[src/rtl/custom_types.sv]
// Shared types for the 4-bit CPU: opcode and register enums and the 8-bit
// instruction layout with its overlapping operand views.
package custom_types;

  localparam int unsigned DMEM_DEPTH = 16;

  typedef enum logic [3:0] {
    OPCODE_NOP  = 4'h0,
    OPCODE_MOVI = 4'h1,
    OPCODE_ADD  = 4'h2,
    OPCODE_ADDI = 4'h3,
    OPCODE_SUB  = 4'h4,
    OPCODE_SUBI = 4'h5,
    OPCODE_AND  = 4'h6,
    OPCODE_OR   = 4'h7,
    OPCODE_XOR  = 4'h8,
    OPCODE_LSLI = 4'h9,
    OPCODE_LSRI = 4'hA,
    OPCODE_LD   = 4'hB,
    OPCODE_ST   = 4'hC,
    OPCODE_BEQ  = 4'hD,
    OPCODE_BNE  = 4'hE,
    OPCODE_JMP  = 4'hF
  } opcode_t;

  typedef enum logic [1:0] {
    R0 = 2'd0,
    R1 = 2'd1,
    R2 = 2'd2,
    R3 = 2'd3
  } reg_t;

  typedef struct packed {
    reg_t dst;
    reg_t src;
  } regs_t;

  typedef struct packed {
    reg_t       dst;
    logic [1:0] val;
  } imm2_t;

  typedef union packed {
    regs_t      regs;
    imm2_t      imm2;
    logic [3:0] imm4;
  } operand_t;

  typedef struct packed {
    opcode_t  opcode;
    operand_t operand;
  } instruction_t;

endpackage

[src/rtl/memory.sv]
// 16-entry memory: synchronous write, combinational read, async clear.
module memory
  import custom_types::*;
#(
  parameter int unsigned WIDTH = 8
) (
  input  logic             clk,
  input  logic             reset,
  input  logic             we,
  input  logic [3:0]       addr,
  input  logic [WIDTH-1:0] wdata,
  output logic [WIDTH-1:0] rdata
);

  logic [WIDTH-1:0] r_mem [DMEM_DEPTH];

  always_ff @(posedge clk or posedge reset) begin
    if (reset) begin
      for (int unsigned i = 0; i < DMEM_DEPTH; i++) r_mem[i] <= '0;
    end else if (we) begin
      r_mem[addr] <= wdata;
    end
  end

  assign rdata = r_mem[addr];

endmodule

[src/rtl/cpu4_core.sv]
// Single-cycle 4-bit Harvard CPU with internal 16x4 data memory.
// Define CPU_TRACE_EN to print per-cycle architectural state in simulation.
module cpu4_core
  import custom_types::*;
(
  input  logic         clk,
  input  logic         reset,
  input  instruction_t instr_data,
  output logic [3:0]   instr_addr
);

  logic [3:0] r_pc;
  logic [3:0] r_regs [4];
  logic       r_z;

  opcode_t    w_op;
  logic [1:0] w_dst;
  logic [1:0] w_src;
  logic [3:0] w_val;
  logic [3:0] w_imm4;
  logic [3:0] w_rd;
  logic [3:0] w_rs;
  logic [3:0] w_result;
  logic [3:0] w_dmem_rdata;
  logic [3:0] w_pc_next;
  logic       w_reg_we;
  logic       w_dmem_we;

  assign w_op   = instr_data.opcode;
  assign w_dst  = instr_data.operand.regs.dst;
  assign w_src  = instr_data.operand.regs.src;
  assign w_val  = {2'b00, instr_data.operand.imm2.val};
  assign w_imm4 = instr_data.operand.imm4;
  assign w_rd   = r_regs[w_dst];
  assign w_rs   = r_regs[w_src];

  // Every register-writing opcode also updates Z from the written value.
  always_comb begin
    w_result  = '0;
    w_reg_we  = 1'b0;
    w_dmem_we = 1'b0;
    w_pc_next = r_pc + 4'd1;
    case (w_op)
      OPCODE_NOP:  ;
      OPCODE_MOVI: begin w_result = w_val;                 w_reg_we = 1'b1; end
      OPCODE_ADD:  begin w_result = w_rd + w_rs;           w_reg_we = 1'b1; end
      OPCODE_ADDI: begin w_result = w_rd + w_val;          w_reg_we = 1'b1; end
      OPCODE_SUB:  begin w_result = w_rd - w_rs;           w_reg_we = 1'b1; end
      OPCODE_SUBI: begin w_result = w_rd - w_val;          w_reg_we = 1'b1; end
      OPCODE_AND:  begin w_result = w_rd & w_rs;           w_reg_we = 1'b1; end
      OPCODE_OR:   begin w_result = w_rd | w_rs;           w_reg_we = 1'b1; end
      OPCODE_XOR:  begin w_result = w_rd ^ w_rs;           w_reg_we = 1'b1; end
      OPCODE_LSLI: begin w_result = w_rd << w_val[1:0];    w_reg_we = 1'b1; end
      OPCODE_LSRI: begin w_result = w_rd >> w_val[1:0];    w_reg_we = 1'b1; end
      OPCODE_LD:   begin w_result = w_dmem_rdata;          w_reg_we = 1'b1; end
      OPCODE_ST:   w_dmem_we = 1'b1;
      OPCODE_BEQ:  if (r_z)  w_pc_next = w_imm4;
      OPCODE_BNE:  if (!r_z) w_pc_next = w_imm4;
      OPCODE_JMP:  w_pc_next = w_imm4;
      default:     ;
    endcase
  end

  always_ff @(posedge clk or posedge reset) begin
    if (reset) begin
      r_pc <= '0;
      r_z  <= 1'b0;
      for (int unsigned i = 0; i < 4; i++) r_regs[i] <= '0;
    end else begin
      r_pc <= w_pc_next;
      if (w_reg_we) begin
        r_regs[w_dst] <= w_result;
        r_z           <= (w_result == '0);
      end
    end
  end

  memory #(
    .WIDTH(4)
  ) u_dmem (
    .clk  (clk),
    .reset(reset),
    .we   (w_dmem_we),
    .addr (w_rs),
    .wdata(w_rd),
    .rdata(w_dmem_rdata)
  );

  assign instr_addr = r_pc;

`ifdef CPU_TRACE_EN
  always @(posedge clk) begin
    if (!reset)
      $display("%0t pc=%0d op=%s r0=%0d r1=%0d r2=%0d r3=%0d z=%0d", $time, r_pc,
               w_op.name(), r_regs[0], r_regs[1], r_regs[2], r_regs[3], r_z);
  end
`endif

endmodule

[config.mk]
export PLATFORM = sky130hd
export DESIGN_NAME = cpu4_core
export DESIGN_NICKNAME = d
export VERILOG_FILES = /design/src/rtl/custom_types.sv /design/src/rtl/memory.sv /design/src/rtl/cpu4_core.sv
export SDC_FILE = /design/constraint.sdc
export NUM_CORES = 1
export LEC_CHECK = 0
export BUFFER_PORTS_ARGS = -buffer_cell sky130_fd_sc_hd__buf_2
export CORE_MARGIN = 5
export CORE_UTILIZATION = 48
export CTS_CLUSTER_DIAMETER = 40
export DETAILED_ROUTE_END_ITERATION = 7
export SLEW_MARGIN = 20
export SYNTH_ARGS = -nofsm -noshare
export SYNTH_HDL_FRONTEND = slang
export SYNTH_SLANG_ARGS = --single-unit
[constraint.sdc]
create_clock -name clk -period 4.3 [get_ports clk]
set_clock_uncertainty 0.2 [all_clocks]
set_input_delay 0 -clock clk [delete_from_list [all_inputs] [get_ports clk]]
set_output_delay 0 -clock clk [all_outputs]
set_load 0.005 [all_outputs]
==> run summary, run 1 <==
The run finished with clean final reports. Yosys mapped a number of flops with a built-in enable equal to 0. In this run, post-CTS repair resized a total of 0 instances.

The share of the clock period used by the worst path was 86.4%. The path with the worst hold slack has its endpoint at instr_addr[0]. The remaining design rule violation count is 0. The worst register-to-register path has a depth of 12. The worst setup path is launched from an input port.

The synthesized design contains 85 register bits. The logs give 0.725 ns for the pre-CTS setup slack and 0 for the total count of hold-check failures in the final report. The logs give 3,731 for the number of global-route vias before repair and 2 for the number of buffers on the longest clock path. The run gives 0.904 as the weighted congestion at the end of routability-driven global placement. In this run the tightest slew margin relative to its limit is 31.2%. Timing would allow up to 0.269 GHz. The buffer count from post-CTS setup fixing was 0; the mean instance size in the synthesized netlist was 10.1 um2. The detail route stage leaves a number of antenna-violating nets equal to 0. Across the VDD grid, the largest voltage drop is 0.304 mV. The detailed-route wire length per cell works out to 18.1 um.

For the net count of the mapped netlist, the log shows 512. The quantity of I/O buffers inserted on ports was 13; the sequential area share after synthesis was 43.4%. CTS placed an instance of sky130_fd_sc_hd__clkbuf_8 at the clock tree root. The clock transition at the registers of the reported paths is 0.09 ns, and the number of max-cap violations is 0. The via count normalized by instance count is 5.71. From bottom edge to top edge, the die measures 111 um. Setup violations remaining at the end of the flow were counted as 0.

The repair_antennas step left the layout with diodes totalling 0. Summed over all cells, the static leakage comes to 2.24 nW. The critical path capture point type is a flop. TritonCTS built the clock tree. Overall routed net length: 11,500 um. The reg-to-reg endpoint is r_z. Counting instances, the worst hold path has a depth of 4. Register-to-register path setup slack: 0.71 ns. Before antenna repair, the detailed router went through 4 iterations. After detailed placement, the total cell area comes to 5040 um2. The first global-routing pass estimated 19,600 um of wire.

The startpoint identified for the worst register-to-register timing path is r_regs[0]. The kind of path behind the tightest hold check is in2reg. Synthesis handed over a netlist of 484 instances. During I/O placement, the number of pins put on the boundary was 14. For the post-layout total power, the log shows 3.30 mW. After synthesis the cells add up to 4910 um2. Of all flip-flops after synthesis, the portion carrying an async set or reset was 100%.

STA puts the critical path data required time at 4.36 ns. The actual transition at the worst max-transition pin was 1.03 ns; the final count of pins violating max slew was 0. Measured along the x axis, the die boundary spans 111 um. Setup slack on the critical path of the routed design comes to 0.586 ns. The logs give 51 for the number of different library cells in the post-synthesis netlist and 7980 um for the estimated wirelength of the detail-placed design. In this run the power density over the cells is 625 nW/um2. For this run, the total global-route usage over all layers was measured as 19.6%.

The share of synthesized area in the top cell type comes to 43.4%. The worst hold path begins at instr_data[7]. The final route contains 3,623 vias. The critical path in this run is classified as in2reg. The final layout contains 521 nets. The largest total area in the synthesized netlist belongs to sky130_fd_sc_hd__dfrtp_1.

CTS saw 85 sinks. Cells with a size suffix above 1 make up 16.5% of the layout. Setup repair after global routing left no endpoint under its margin. Compared with the post-synthesis result, the final layout area differs by 7.78%. CTS buffer count: 9.

The standard-cell row count is 37. Of all nets on the critical path, the largest fanout is 14. The number of hold buffers added after CTS was 6. The first routing iteration left 293 violations. Entering global routing, the biggest net connects 47 pins. Yosys instantiated no cell more often than sky130_fd_sc_hd__dfrtp_1. By area the synthesized netlist is led by sky130_fd_sc_hd__dfrtp_1 (43%), sky130_fd_sc_hd__mux2i_1 (8.0%), sky130_fd_sc_hd__mux2_2 (7.3%). During synthesis, Yosys emitted a total of 0 warnings. The worst path in the final design needs a cycle of 3.71 ns, including I/O delays and setup.

Once layout is done, the placed cells without fillers occupy 5290 um2. For this run the aggregate overflow at the end of global routing stands at 0. For this run, the leading register cell type out of synthesis is sky130_fd_sc_hd__dfrtp_1. The tightest hold path in the finished design has a slack of 0.0849 ns.

Floorplan die area: 12,300 um2. The tools report the initial antenna violation count as 0. Data arrives at the worst endpoint at 3.78 ns. The setup TNS is 0 ns. For this configuration, the core starts out at a cell density of 48.4%. The core region is 10,100 um2.

For the deepest level of the CTS H-tree, the log shows 3. Sorting the synthesized cells by how often they occur yields sky130_fd_sc_hd__dfrtp_1 (85), sky130_fd_sc_hd__nand2_1 (68), sky130_fd_sc_hd__o21ai_0 (58), sky130_fd_sc_hd__mux2i_1 (39), sky130_fd_sc_hd__mux2_2 (32). The later pin in the worst-skew pair is clocked with a latency of 0.36 ns.
==> metal layers <==
layer | routed length (um) | track usage, %
met1 | 5340 | 26.9
met2 | 5600 | 32.0
met3 | 315 | 2.57
met4 | 241 | 6.97
met5 | 0 | 0
==> critical path: stages <==
cell and delay (ns):
sky130_fd_sc_hd__dlygate4sd3_1 0.52, sky130_fd_sc_hd__buf_2 0.28, sky130_fd_sc_hd__mux4_2 0.56, sky130_fd_sc_hd__buf_4 0.23
sky130_fd_sc_hd__inv_1 0.12, sky130_fd_sc_hd__ha_1 0.24, sky130_fd_sc_hd__o21a_1 0.22, sky130_fd_sc_hd__fa_1 0.53
sky130_fd_sc_hd__o221ai_1 0.12, sky130_fd_sc_hd__o211ai_1 0.13, sky130_fd_sc_hd__nand4b_1 0.11, sky130_fd_sc_hd__o21bai_1 0.24
sky130_fd_sc_hd__or2_1 0.28, sky130_fd_sc_hd__o41ai_2 0.19
==> worst max-delay path by stage <==
stage | to | cells past startpoint | slack [ns] | start
after global routing | r_z | 14 | 0.35 | instr_data[0]
final | r_z | 14 | 0.59 | instr_data[0]
after floorplan | r_z | 13 | 0.78 | r_regs[0]
after global placement | r_z | 12 | 0.84 | r_regs[0]
after detailed placement | r_z | 12 | 0.72 | r_regs[0]
after CTS | r_z | 14 | 0.59 | instr_data[0]
==> stage by stage <==
step,utilization (%),instances
5_1_grt,52.2,634
3_5_place_dp,49.7,612
3_3_place_gp,49.7,612
4_1_cts,52.2,634
2_1_floorplan,-,484
6_report,52.2,634
==> cell families (layout without fill, tap and decap cells) <==
logic type / after synthesis / after routing / synth area share (%)
AOI/OAI and AO/OA: 115 / 115 / 14.2
muxes: 79 / 79 / 19.0
adders and majority gates: 18 / 18 / 4.74
and+or+nand+nor: 138 / 138 / 13.4
buffers and inverters: 41 / 55 / 3.88
xor gates and xnor gates: 8 / 8 / 1.43
DFF: 85 / 85 / 43.4
==> final cells by class <==
cell class	instances	area (um2)
Multi-Input combinational cell	358	2590
Timing Repair Buffer	23	155
Sequential cell	85	2130
Fill cell	943	4850
Clock buffer	10	138
Tap cell	136	170
Inverter	16	61.3
Clock inverter	6	47.5
==> layout by cell type, fill, tap and decap left out, drive strengths merged, types with 8 or more instances in the layout <==
cell	n
nand2	68
o21ai	61
mux2i	39
a21oi	14
nor2b	8
dfrtp	85
mux2	32
ha	17
inv	14
nor2	14
clkbuf	10
buf	17
nand3	23
mux4	8
o22ai	14
==> sequential cells by signal (all words and copies together), names as in the netlist <==
| name | count |
|---|---|
| instr_addr | 4 |
| r_regs | 16 |
| r_z | 1 |
| u_dmem.r_mem | 64 |
==> where the power goes <==
group	switching, mW	leakage, nW	internal [mW]
clock	0.303	0.0811	0.228
combinational	0.929	1.02	0.664
sequential	0.138	1.14	1.04
Power figures use the tool's default switching activity.
==> inputs of run 2 (changes only) <==
==> constraint.sdc (replaced) <==
create_clock -name clk -period 4.3 [get_ports clk]
set_clock_uncertainty 0.2 [all_clocks]
set_input_delay 0.215 -clock clk [delete_from_list [all_inputs] [get_ports clk]]
set_output_delay 0.215 -clock clk [all_outputs]
set_load 0.005 [all_outputs]
==> run summary, run 2 (synthesized netlist as in run 1, its figures left out) <==
The run finished with clean final reports. The initial antenna violation count came out at 0 (unchanged). The tools report the deepest level of the CTS H-tree as 3 (unchanged).

The violation count after the first detailed-routing iteration is 279 (was 293), and the internal power of the cells is 2.00 mW (was 1.93 mW). The clock transition at the registers of the reported paths is 0.08 ns (was 0.09 ns). The quantity of I/O buffers inserted on ports was 13 (unchanged). Y dimension of the die: 111 um (unchanged).

The most common cell after layout, fill and taps aside is sky130_fd_sc_hd__dfrtp_1 (unchanged). The source of the worst register-to-register timing path is r_regs[1] (was r_regs[0]). For the number of inserted filler cells in the final layout, the log shows 936 (was 943).

The tools report the switching power total as 1.34 mW (was 1.37 mW). The tools report the endpoint with the worst hold slack as instr_addr[3] (was instr_addr[0]). Number of buffers on the longest clock path: 2 (unchanged).

The run gives 0 (unchanged) as the number of max-cap violations. The tools report the register-to-register path setup slack as 0.77 ns (was 0.71 ns). The fmax came out at 0.283 GHz (was 0.269 GHz).

The cell count after placement came out at 615 (was 612). Setup repair after global routing left no endpoint under its margin. The start point of the worst hold path is instr_data[3] (was instr_data[7]).

The logs give 0 (unchanged) for the number of diodes and 85 (unchanged) for the clock sink count. The cell count of the worst reg-to-reg path was 11 (was 12). The detailed-route wire length per cell is 18.1 um (about the same). The area taken by flip-flops and latches is 2130 um2 (unchanged). Switching part of the total power: 40.0% (was 41.5%).

The final critical-path required period was 3.53 ns (was 3.71 ns). The cell with the biggest individual delay on the critical path is sky130_fd_sc_hd__mux4_2 (unchanged). Placed cell area: 5060 um2 (was 5040 um2). The tools report the residual overflow from global routing as 0 (unchanged). Reg-to-reg endpoint: r_z (unchanged). The final count of pins violating max slew was 0 (unchanged); the total iterations of the first detailed-routing run was 4 (unchanged). The clock latency on the worst-skew pair was 0.36 ns (about the same). The total count of hold-check failures in the final report was 0 (unchanged); the combinational share of power was 47.2% (was 48.2%).

The delay of the slowest critical-path stage was 0.68 ns (was 0.56 ns). The ratio of cells with drive above 1 in the final layout was 16.7% (was 16.5%). The sort of element at the start of the critical path is a flop (was an input port). Actual transition at the worst max-transition pin: 0.910 ns (was 1.03 ns). The run gives 12,300 um2 (unchanged) as the floorplan die area.

Number of global-route vias before repair: 3,721 (was 3,731). The area added between synthesis and finish is 7.57% (was 7.78%), and the required time reported for the critical path endpoint is 4.35 ns (was 4.36 ns). The logs give 14 (unchanged) for the number of placed I/O pins and 3.34 mW (was 3.30 mW) for the post-layout total power.

TritonCTS built the clock tree. The root buffer selected by CTS was sky130_fd_sc_hd__clkbuf_8 (unchanged). The post-cts repair resize count is 0 (unchanged), and the proportion of power drawn by the clock network is 17.4% (was 16.1%). The placeable core area is 10,100 um2 (unchanged), and the standard-cell row count is 37 (unchanged). Arrival time of the worst setup path: 3.59 ns (was 3.78 ns).

The share of the clock period used by the worst path was 82.2% (was 86.4%). For the weighted congestion at the end of routability-driven global placement, the log shows 0.900 (was 0.904). The summed area of non-filler cells in the final layout was 5280 um2 (was 5290 um2).

The initial core utilization was 48.4% (unchanged). For the overall routed net length, the log shows 11,400 um (was 11,500 um). The CTS buffer count came out at 9 (unchanged).

The leakage dissipation came out at 2.26 nW (was 2.24 nW). Cell breakdown of the critical path: mux4_2, inv_2, ha_1, o21a_1, fa_1, o221ai_1, o211ai_1, nand4b_1, o21bai_1, or2_1, o41ai_2 (was dlygate4sd3_1, buf_2, mux4_2, buf_4, inv_1, ha_1, o21a_1, fa_1, o221ai_1, o211ai_1, nand4b_1, o21bai_1, or2_1, o41ai_2). The flip-flop count of the largest register after layout was 64 (unchanged). The count of hold buffers inserted by post-cts repair was 1 (was 6); the setup TNS was 0 ns (unchanged). The via count normalized by instance count is 5.67 (was 5.71). Largest net degree at the start of global routing: 53 (was 47). The die extent in x came out at 111 um (unchanged).

The sequential share of power came out at 35.4% (was 35.7%). Leading cell types in the layout, fill and taps excluded: sky130_fd_sc_hd__dfrtp_1 (85), sky130_fd_sc_hd__nand2_1 (68), sky130_fd_sc_hd__o21ai_0 (58) (unchanged). Remaining antenna violation count: 0 (unchanged). The kind of path behind the tightest hold check was in2reg (unchanged). The final net count was 519 (was 521). The largest register by flop count is u_dmem.r_mem (unchanged). The logs give 8130 um (was 7980 um) for the estimated wirelength of the detail-placed design and 0 (unchanged) for the setup violation total in the final timing report. The tools report the critical path capture point type as a flop (unchanged). The buffer count from post-CTS setup fixing came out at 0 (unchanged).

Area taken by multi-input logic gates: 2590 um2 (unchanged). Total number of vias: 3,584 (was 3,623). The worst voltage drop across the vdd grid is 0.297 mV (was 0.304 mV). The count of non-filler cells in the finished layout was 632 (was 634). The normalized max-slew margin was 39.4% (was 31.2%); the cell count of the worst hold path was 3 (was 4). The first-pass GRT wire length was 19,600 um (about the same); the remaining design rule violation count was 0 (unchanged). Power per cell area: 633 nW/um2 (was 625 nW/um2). The worst setup path category is reg2reg (was in2reg). The largest fanout on the critical path works out to 14 (unchanged). The tools report the combined global-route utilization of all metal layers as 19.8% (was 19.6%).
## run 2: changes by cell type in the layout (fill, tap and decap cells not counted)
cell	before	now
sky130_fd_sc_hd__dlygate4sd3_1	6	1
sky130_fd_sc_hd__clkinvlp_4	4	0
sky130_fd_sc_hd__buf_4	4	7
sky130_fd_sc_hd__clkbuf_1	0	2
sky130_fd_sc_hd__bufinv_16	0	1
sky130_fd_sc_hd__clkbuf_8	10	11
sky130_fd_sc_hd__clkinv_2	1	2
sky130_fd_sc_hd__inv_6	1	0
## run 2: metrics by stage
| stage | setup slack, ns | utilization, % | hold slack (ns) |
|---|---|---|---|
| 6_report | 0.767 | 52.1 | 0.0395 |
| 5_1_grt | 0.542 | 52.1 | 0.0372 |
| 4_1_cts | 0.788 | 52.1 | 0.0186 |
| 3_5_place_dp | 0.605 | 50.0 | 0.224 |
| 3_3_place_gp | 0.715 | 50.0 | 0.217 |
| 2_1_floorplan | 0.783 | - | 0.242 |
## run 2: worst max-delay path: cells and delay by family, from the launching register on
kind,cells,cell delay [ns]
AOI/OAI and AO/OA,5,0.88
adders and majority gates,2,0.77
muxes,1,0.68
DFF,1,0.40
and+or+nand+nor,2,0.39
buffers and inverters,1,0.11
## run 2: final cells by class
cell class | instances | share of cell area, %
Timing Repair Buffer | 21 | 2.42
Tap cell | 136 | 3.22
Inverter | 16 | 1.16
Multi-Input combinational cell | 358 | 49.1
Clock buffer | 13 | 3.01
Sequential cell | 85 | 40.3
Clock inverter | 3 | 0.830
## run 2: how the worst max path moves through the flow
stage,from,end,slack (ns),depth (start not counted)
after global placement,instr_data[0],r_z,0.72,12
after floorplan,r_regs[0],r_z,0.78,13
final,r_regs[1],r_z,0.77,11
after global routing,r_regs[1],r_z,0.54,12
after detailed placement,instr_data[0],r_z,0.61,12
after CTS,r_regs[1],r_z,0.79,11
## run 2: power by group through the flow
stage / registers [mW] / clock network, mW / logic, mW
finish: 1.18 / 0.582 / 1.58
global route: 1.22 / 0.634 / 1.75
CTS: 1.18 / 0.599 / 1.59
detailed placement: 1.20 / 0 / 1.58
global placement: 1.18 / 0 / 1.55
floorplan: 1.16 / 0 / 1.23
## run 2: routing by layer
metal / up-vias / track usage, % / routed length, um
met5: - / 0 / 0
met4: 0 / 6.65 / 217
met3: 15 / 3.88 / 368
met2: 61 / 33.5 / 5470
met1: 1755 / 25.4 / 5350
li1: 1753 / - / -
==> inputs of run 3 (changes only) <==
clock period = 3.4 ns   (was 4.3 ns; I/O delays follow)
==> run summary, run 3 (synthesized netlist as in run 1, its figures left out) <==
TritonCTS built the clock tree. Floorplan die area: 12,300 um2 (unchanged). Critical path launch point: r_regs[0] (was r_regs[1]). Worst setup path category: reg2reg (unchanged). The final count of pins violating max slew was 0 (unchanged).

The end of the critical path is r_regs[5] (was r_z). The final critical-path required period works out to 3.28 ns (was 3.53 ns). For the arrival time of the worst setup path, the log shows 3.33 ns (was 3.59 ns). The number of global-route vias before repair was 3,736 (was 3,721); the power per cell area was 815 nW/um2 (was 633 nW/um2).

The cell count after placement was 633 (was 615); the flip-flop count of the largest register after layout was 64 (unchanged). The standard-cell row count is 37 (unchanged), and the final net count is 541 (was 519). The remaining antenna violation count is 0 (unchanged), and the placeable core area is 10,100 um2 (unchanged).

The die extent in x was 111 um (unchanged); the cell count of the worst hold path was 4 (was 3). The logs give 3 (unchanged) for the deepest level of the CTS H-tree and 0 (unchanged) for the number of max-cap violations. The logs give 0.38 ns (was 0.36 ns) for the clock latency on the worst-skew pair and 3.45 ns (was 4.35 ns) for the required time reported for the critical path endpoint. First-pass GRT wire length: 20,100 um (was 19,600 um).

The tools report the setup violation total in the final timing report as 0 (unchanged). The largest net degree at the start of global routing is 47 (was 53). The logs give 8820 um (was 8130 um) for the estimated wirelength of the detail-placed design and 0 (unchanged) for the number of diodes. The clock sink count is 85 (unchanged), and the summed area of non-filler cells in the final layout is 5490 um2 (was 5280 um2). The setup TNS is 0 ns (unchanged), and the residual overflow from global routing is 0 (unchanged).

The normalized max-slew margin is 45.5% (was 39.4%). Y dimension of the die: 111 um (unchanged). The source of the worst register-to-register timing path is r_regs[0] (was r_regs[1]). The critical path capture point type was a flop (unchanged). The combined global-route utilization of all metal layers is 20.6% (was 19.8%). The root buffer selected by CTS was sky130_fd_sc_hd__clkbuf_8 (unchanged). The tools report the final setup slack of the worst path as 0.121 ns (was 0.767 ns).

The count of non-filler cells in the finished layout is 654 (was 632). The most common cell after layout, fill and taps aside was sky130_fd_sc_hd__dfrtp_1 (unchanged). The worst voltage drop across the vdd grid is 0.467 mV (was 0.297 mV). Leading cell types in the layout, fill and taps excluded: sky130_fd_sc_hd__dfrtp_1 (85), sky130_fd_sc_hd__nand2_1 (68), sky130_fd_sc_hd__o21ai_0 (58) (unchanged). The area added between synthesis and finish is 11.9% (was 7.57%). The worst hold slack across all endpoints is 0.0962 ns (was 0.0395 ns), and the fmax is 0.305 GHz (was 0.283 GHz). The fraction of the core area covered by cells at the end of the flow was 54.1% (was 52.1%).

The logs give 5 (was 4) for the total iterations of the first detailed-routing run and 4.47 mW (was 3.34 mW) for the post-layout total power. Detailed-route wire length per cell: 18.4 um (was 18.1 um). The tools report the reg-to-reg endpoint as r_regs[5] (was r_z). For the number of placed I/O pins, the log shows 14 (unchanged). The violation count after the first detailed-routing iteration is 289 (was 279), and the total count of hold-check failures in the final report is 0 (unchanged). The kind of path behind the tightest hold check was in2reg (unchanged). The via count normalized by instance count is 5.74 (was 5.67), and the leakage dissipation is 2.38 nW (was 2.26 nW).

The largest fanout on the critical path works out to 4 (was 14). The initial core utilization is 48.4% (unchanged). The run gives 5200 um2 (was 5060 um2) as the placed cell area.

The share of the clock period used by the worst path is 96.5% (was 82.2%). The pre-CTS setup slack is 0.0747 ns (was 0.605 ns). Ratio of cells with drive above 1 in the final layout: 20.8% (was 16.7%). The actual transition at the worst max-transition pin came out at 0.816 ns (was 0.910 ns). The flow ran to the end, and the final reports show no timing, DRC or antenna violations. Largest register by flop count: u_dmem.r_mem (unchanged). The overall routed net length is 12,000 um (was 11,400 um), and the initial antenna violation count is 0 (unchanged). The register-to-register path setup slack was 0.12 ns (was 0.77 ns); the total number of vias was 3,751 (was 3,584). The number of buffers on the longest clock path is 2 (unchanged). The weighted congestion at the end of routability-driven global placement is 0.949 (was 0.900). The tools report the sort of element at the start of the critical path as a flop (unchanged).

The run gives 9 (unchanged) as the CTS buffer count. The cell count of the worst reg-to-reg path is 11 (unchanged), and the clock transition at the registers of the reported paths is 0.08 ns (about the same). The remaining design rule violation count is 0 (unchanged), and the quantity of I/O buffers inserted on ports is 13 (unchanged).
-- run 3: cell types whose count changed in the layout (fill, tap and decap cells not counted), moves of 2 or more --
cell	delta
sky130_fd_sc_hd__buf_4	+20
sky130_fd_sc_hd__dlygate4sd3_1	+2
sky130_fd_sc_hd__inv_6	+2
sky130_fd_sc_hd__clkbuf_1	-2
-- run 3: layout make-up --
type,instances,area [um2]
Sequential cell,85,2130
Clock buffer,10,138
Fill cell,926,4650
Timing Repair Buffer,43,298
Multi-Input combinational cell,358,2600
Clock inverter,6,91.3
Tap cell,136,170
Inverter,16,61.3
-- run 3: layer usage --
layer	up-vias	GRT usage [%]	part of all wire, %
met5	-	0	0
met4	0	8.35	2.6
met3	27	3.00	4.2
met2	116	34.1	49
met1	1809	27.1	44
li1	1799	-	-
-- run 3: report_power, final --
part	total [mW]	internal, mW	switching, mW
sequential	1.50	1.32	0.181
combinational	2.15	0.928	1.22
clock	0.826	0.439	0.387
-- run 3: timing repair --
item	CTS	global route
gates resized for setup	0	2
setup endpoints to repair	0	1
buffers inserted	0	2
hold buffers	3	0
endpoints found under the hold margin	46	0
-- run 3: critical path: stages (launching register included) --
cell and delay [ns]:
sky130_fd_sc_hd__dfrtp_1 0.40, sky130_fd_sc_hd__mux4_2 0.53, sky130_fd_sc_hd__inv_2 0.11, sky130_fd_sc_hd__ha_1 0.23, sky130_fd_sc_hd__o21a_1 0.20, sky130_fd_sc_hd__fa_1 0.51
sky130_fd_sc_hd__o221ai_1 0.13, sky130_fd_sc_hd__o211ai_1 0.13, sky130_fd_sc_hd__nand4b_1 0.12, sky130_fd_sc_hd__o21bai_4 0.19, sky130_fd_sc_hd__buf_4 0.15, sky130_fd_sc_hd__mux2_2 0.26
-- run 3: worst min-delay path by stage --
stage	slack, ns	startpoint	to
final	0.1	instr_data[1]	instr_addr[1]
after global routing	0.10	instr_data[1]	instr_addr[1]
after CTS	0.08	instr_data[1]	instr_addr[1]
after detailed placement	0.15	reset	u_dmem.r_mem[11]
after global placement	0.14	reset	u_dmem.r_mem[15]
after floorplan	0.24	instr_data[0]	instr_addr[0]
